**src/rtl/alarm_pkg.sv**
```systemverilog
// Shared definitions for the alarm sequencer slice.
//   TIME_W        : width of a BCD HH:MM time word {h1,h0,m1,m0}
//   alarm_state_t : alarm lifecycle state, 2-bit encoding
package alarm_pkg;

  localparam int unsigned TIME_W = 16;

  typedef enum logic [1:0] {
    ST_IDLE      = 2'd0,
    ST_RINGING   = 2'd1,
    ST_SNOOZING  = 2'd2,
    ST_DISMISSED = 2'd3
  } alarm_state_t;

endpackage

```
**src/rtl/alarm_sequencer_minute_countdown.sv**
```systemverilog
// minute_countdown: 4-bit loadable down-counter stepped by the one-minute
// strobe. It holds at zero and never wraps.
// Ports:
//   clk256   : 256 Hz clock
//   reset_n  : asynchronous active-low reset
//   clear    : synchronous clear to 0 (highest priority)
//   load     : synchronous load of load_val
//   load_val : value loaded when load is high
//   dec      : decrement by one (ignored at zero)
//   count    : current count
//   zero     : high when count is 0
module minute_countdown (
  input  logic       clk256,
  input  logic       reset_n,
  input  logic       clear,
  input  logic       load,
  input  logic [3:0] load_val,
  input  logic       dec,
  output logic [3:0] count,
  output logic       zero
);

  always_ff @(posedge clk256 or negedge reset_n) begin
    if (!reset_n) begin
      count <= '0;
    end else if (clear) begin
      count <= '0;
    end else if (load) begin
      count <= load_val;
    end else if (dec && (count != '0)) begin
      count <= count - 4'd1;
    end
  end

  assign zero = (count == '0);

endmodule

```
**src/rtl/alarm_sequencer.sv**
```systemverilog
// alarm_sequencer: compares the current time with the stored alarm time and
// runs the alarm lifecycle (idle, ringing, snoozing, dismissed), including
// ring timeout and the per-event snooze budget.
// Optional build macro: ALARM_BEEP_EN -- when defined, sound_alarm pulses
// 1 s on / 1 s off while ringing (starting on); otherwise it is steady.
// Ports:
//   clk256        : 256 Hz clock, all state on rising edge
//   reset_n       : asynchronous active-low reset
//   one_second    : 1 Hz single-cycle strobe (beep phase only)
//   one_minute    : once-per-minute single-cycle strobe
//   alarm_enable  : level, alarm armed when high
//   snooze        : single-cycle snooze button pulse
//   stop_alarm    : single-cycle stop button pulse
//   current_time  : BCD HH:MM
//   alarm_time    : BCD HH:MM
//   sound_alarm   : buzzer/LED drive
//   ringing       : high while ringing
//   snoozing      : high while snoozing
//   snooze_left   : minutes left in the current snooze, else 0
//   snoozes_used  : snoozes taken in the current alarm event
module alarm_sequencer #(
  parameter int unsigned SNOOZE_MIN       = 9,
  parameter int unsigned RING_TIMEOUT_MIN = 10,
  parameter int unsigned MAX_SNOOZES      = 3
) (
  input  logic        clk256,
  input  logic        reset_n,
  input  logic        one_second,
  input  logic        one_minute,
  input  logic        alarm_enable,
  input  logic        snooze,
  input  logic        stop_alarm,
  input  logic [15:0] current_time,
  input  logic [15:0] alarm_time,
  output logic        sound_alarm,
  output logic        ringing,
  output logic        snoozing,
  output logic [3:0]  snooze_left,
  output logic [1:0]  snoozes_used
);

  import alarm_pkg::*;

  localparam logic [3:0] SNOOZE_LEN  = 4'(SNOOZE_MIN);
  localparam logic [3:0] RING_LIMIT  = 4'(RING_TIMEOUT_MIN);
  localparam logic [1:0] SNOOZE_CAP  = 2'(MAX_SNOOZES);

  alarm_state_t state, state_nx;
  logic [3:0]   ring_cnt, ring_cnt_nx;
  logic [1:0]   used, used_nx;
  logic         cd_clear, cd_load, cd_dec, cd_zero;
  logic [3:0]   cd_count;
  logic [TIME_W-1:0] cur_w, alm_w;
  logic         match;

  assign cur_w = current_time;
  assign alm_w = alarm_time;
  assign match = (cur_w == alm_w);

  minute_countdown u_snooze_timer (
    .clk256   (clk256),
    .reset_n  (reset_n),
    .clear    (cd_clear),
    .load     (cd_load),
    .load_val (SNOOZE_LEN),
    .dec      (cd_dec),
    .count    (cd_count),
    .zero     (cd_zero)
  );

  always_ff @(posedge clk256 or negedge reset_n) begin
    if (!reset_n) begin
      state    <= ST_IDLE;
      ring_cnt <= '0;
      used     <= '0;
    end else begin
      state    <= state_nx;
      ring_cnt <= ring_cnt_nx;
      used     <= used_nx;
    end
  end

  always_comb begin
    state_nx    = state;
    ring_cnt_nx = ring_cnt;
    used_nx     = used;
    cd_clear    = 1'b0;
    cd_load     = 1'b0;
    cd_dec      = 1'b0;
    if (!alarm_enable) begin
      state_nx    = ST_IDLE;
      ring_cnt_nx = '0;
      used_nx     = '0;
      cd_clear    = 1'b1;
    end else begin
      case (state)
        ST_IDLE: begin
          if (match) begin
            state_nx    = ST_RINGING;
            ring_cnt_nx = '0;
            used_nx     = '0;
          end
        end
        ST_RINGING: begin
          if (stop_alarm) begin
            state_nx = ST_DISMISSED;
          end else if (snooze && (used < SNOOZE_CAP)) begin
            state_nx    = ST_SNOOZING;
            used_nx     = used + 2'd1;
            ring_cnt_nx = '0;
            cd_load     = 1'b1;
          end else if (snooze) begin
            // budget exhausted: the pulse is swallowed, nothing changes
            state_nx = ST_RINGING;
          end else if (one_minute) begin
            ring_cnt_nx = ring_cnt + 4'd1;
            if ((ring_cnt + 4'd1) == RING_LIMIT) begin
              state_nx = ST_DISMISSED;
            end
          end
        end
        ST_SNOOZING: begin
          if (stop_alarm) begin
            state_nx = ST_DISMISSED;
            cd_clear = 1'b1;
          end else if (one_minute && !cd_zero) begin
            cd_dec = 1'b1;
            if (cd_count == 4'd1) begin
              state_nx    = ST_RINGING;
              ring_cnt_nx = '0;
            end
          end
        end
        ST_DISMISSED: begin
          // wait out the alarm minute so the same match cannot re-trigger
          if (!match) begin
            state_nx = ST_IDLE;
          end
        end
        default: state_nx = ST_IDLE;
      endcase
    end
  end

  assign ringing      = (state == ST_RINGING);
  assign snoozing     = (state == ST_SNOOZING);
  assign snooze_left  = snoozing ? cd_count : '0;
  assign snoozes_used = used;

`ifdef ALARM_BEEP_EN
  logic phase;

  always_ff @(posedge clk256 or negedge reset_n) begin
    if (!reset_n) begin
      phase <= 1'b0;
    end else if ((state_nx == ST_RINGING) && (state != ST_RINGING)) begin
      phase <= 1'b1;
    end else if ((state == ST_RINGING) && one_second) begin
      phase <= ~phase;
    end
  end

  assign sound_alarm = ringing && phase;
`else
  logic unused_one_second;
  assign unused_one_second = one_second;
  assign sound_alarm       = ringing;
`endif

endmodule
```
**config.mk**
```make
export PLATFORM = sky130hd
export DESIGN_NAME = alarm_sequencer
export DESIGN_NICKNAME = d
export VERILOG_FILES = /design/src/rtl/alarm_pkg.sv /design/src/rtl/alarm_sequencer_minute_countdown.sv /design/src/rtl/alarm_sequencer.sv
export SDC_FILE = /design/constraint.sdc
export NUM_CORES = 1
export LEC_CHECK = 0
export CORE_MARGIN = 2
export CORE_UTILIZATION = 40
export DETAILED_ROUTE_END_ITERATION = 6
export HOLD_SLACK_MARGIN = 0.08
export PLACE_DENSITY = 0.77
export SLEW_MARGIN = 10
export SYNTH_ARGS = -nofsm -noshare
export SYNTH_HDL_FRONTEND = slang
export SYNTH_SLANG_ARGS = --single-unit
export TNS_END_PERCENT = 5
```
**constraint.sdc**
```tcl
create_clock -name clk256 -period 2.3 [get_ports clk256]
set_input_delay 0.46 -clock clk256 [delete_from_list [all_inputs] [get_ports clk256]]
set_output_delay 0.46 -clock clk256 [all_outputs]
set_load 0.03 [all_outputs]
```
==> reports/metrics.yaml <==
outcome:
  status: "completed"
setup_path:
  critPathMaxFanout: 9
  cp-start-kind: "flip-flop"
  crit_chain: "nor2_1 -> clkdlybuf4s50_1"
  reg2reg_depth: 6
  slowest_delay_ns: 0.71
  cp_slowest_cell: "clkdlybuf4s50_1"
  crit_required_ns: 1.84
  critPathCaptureType: "primary output"
  r2r_slack_ns: 0.23
  worstSetupPathType: "flip-flop to primary output"
  cp.arrival_ns: 1.66
layout:
  final_nets: 231
  instances_no_fill: 216
  num_antenna_cells: 0
  final_common_cell: "clkdlybuf4s50_1"
  layout_common_cells: "clkdlybuf4s50_1 (42), xor2_1 (16), nand2_1 (12), buf_4 (12), dfrtp_1 (12)"
  drive_above_1_share_pct: 11.9
  syn_to_final_growth_pct: 52.0
  post-route-util_pct: 62.9
synth:
  synth_edf_count: 0
  syn_avg_cell_area_um2: 8.69
  yosys_warnings: 0
  syn_inst: 129
  ys_ff_latch: 12
  ys_types: 41
  synth_nets: 173
  yosysSeqAreaShare_pct: 26.8
  async_reset_ff_share_pct: 100
  synthFlopType: "dfrtp_1"
  synth.cell_area_um2: 1120
global_routing:
  grt_max_degree: 14
  grt_pass1_wl_mm: 5.26
  antenna_found_initial: 0
  track_usage_pct: 20.5
  grt_pass1_vias: 1234
  grt.overflow.total: 0
placement:
  port_buffers: 46
  place.gp.congestion: 0.844
  dpl.cell_count: 213
  dp_hpwl_mm: 2.65
route:
  routed_wl_mm: 3.13
  drc_errors: 0
  wire_per_inst_um: 14.5
  dr.pass1.iters: 4
  routed_via_density: 5.47
  via_count: 1181
  antenna_left: 0
  drt_iter0_drc: 41
power:
  powerDensity_nw_per_um2: 560
  ir_drop_mv: 0.425
  p_leak_nw: 0.785
  total_power_w: 0.000954
floorplanning:
  fp-row-count: 19
  die_w_um: 56.9
  die_y_um: 56.9
  initial_utilization_pct: 41.4
  core_area_um2: 2710
  design.die.area_um2: 3240
  ios: 48
cts:
  clk_pin_slew_ns: 0.08
  cts_buffers: 3
  cts_root_buffer: "clkbuf_4"
  clock-sinks: 12
  htreeDepth: 1
  clk_latency_ns: 0.28
  clockBufferDepth: 2
  cts_tree: "yes"
sta:
  report.final.slew_viol_count: 0
  timing.final.crit_period_ns: 2.12
  setup_viol: 0
  tightest_slew_ns: 0.576
  min_period_over_period_pct: 92.1
  rsz0062_at_grt: "no"
  fmax_mhz: 472
  fin_hold_ws_ns: 0.538
  setup_tns_ns: 0
  hold_violations: 0
  skew_ns: 0.00851
  maxSlewHeadroom_pct: 61.5
min_path:
  hp-class: "input pin to asynchronous set/reset pin"
flow_run:
  drv_cap: 0
==> what timing repair did <==
item / 4_1_cts / 5_1_grt
gates resized for setup: 0 / 4
hold buffers: 0 / 0
setup buffers: 0 / 0
setup endpoints to repair: 0 / 4
==> area by class of cell <==
class | count | area (um^2)
timing repair buffer | 58 | 561
multi-input combinational | 103 | 748
inverter | 9 | 33.8
sequential | 12 | 300
fill | 238 | 1010
clock buffer | 3 | 22.5
tap | 31 | 38.8
==> cells by family (layout without fill, tap and decap cells) <==
kind of cell / after synthesis / after routing / share of synthesized area, %
buf+inv: 14 / 70 / 6.47
mux: 1 / 1 / 0.893
compound gates: 28 / 28 / 19.6
fa+ha+maj: 5 / 5 / 5.58
flops: 12 / 12 / 26.8
xor+xnor: 21 / 21 / 16.4
simple gates: 48 / 48 / 24.2
==> registers in the layout, summed over array words and instances (netlist names) <==
signal	count
snoozes_used	2
ring_cnt	4
state	2
u_snooze_timer.count	4
==> metrics by stage <==
stage / setup WS [ns] / cell area [um^2]
after detailed placement: -0.0614 / 1670
after global placement: 0.0137 / 1670
after global routing: 0.0873 / 1700
after floorplan: 0.402 / 1120
after CTS: 0.0479 / 1690
final: 0.181 / 1700
==> path summary, 6_finish.rpt <==
kind	start	end
worst max-delay path	state[0]$_DFFE_PN0P_	snoozing
worst min-delay path	reset_n	snoozes_used[1]$_DFFE_PN0P_
worst max register to register	ring_cnt[0]$_DFFE_PN0P_	state[1]$_DFFE_PN0P_
worst min register to register	ring_cnt[2]$_DFFE_PN0P_	ring_cnt[2]$_DFFE_PN0P_
max in group asynchronous	reset_n	u_snooze_timer.count[1]$_DFFE_PN0P_
min in group clk256	ring_cnt[2]$_DFFE_PN0P_	ring_cnt[2]$_DFFE_PN0P_
==> critical path: cells and delay by family (launching register included) <==
family	cells	cell delay (ns)
buffers and inverters	1	0.71
AND/OR/NAND/NOR	1	0.20
flip-flops	1	0.48
==> cell usage after synthesis, types with 3 or more instances <==
library cell,instances,share of area [%]
inv_1,8,2.7
dfrtp_1,12,27
a31oi_1,4,2.2
nand3_1,3,1.3
nor2_1,7,2.3
nand2_1,12,4.0
xnor2_1,5,3.9
xor2_1,16,12
nor4_1,7,3.9
o211ai_1,3,2.0
nand2b_1,3,1.7
a21oi_1,6,2.7
nor3_1,6,2.7
ha_1,5,5.6
==> metal layers <==
metal	vias up	wire (um)	global-route usage, %
met4	0	31	5.65
met3	4	164	5.67
met1	561	1200	21.5
li1	582	-	-
met2	34	1740	39.7
met5	-	0	0
==> power breakdown <==
group          total (W)  switching [W]  internal, W
Clock           0.000131      0.0000706    0.0000608
Sequential      0.000284      0.0000431     0.000241
Combinational   0.000539       0.000295     0.000243
Total           0.000954       0.000409     0.000545
No activity file was read; power rests on OpenSTA's default activity.
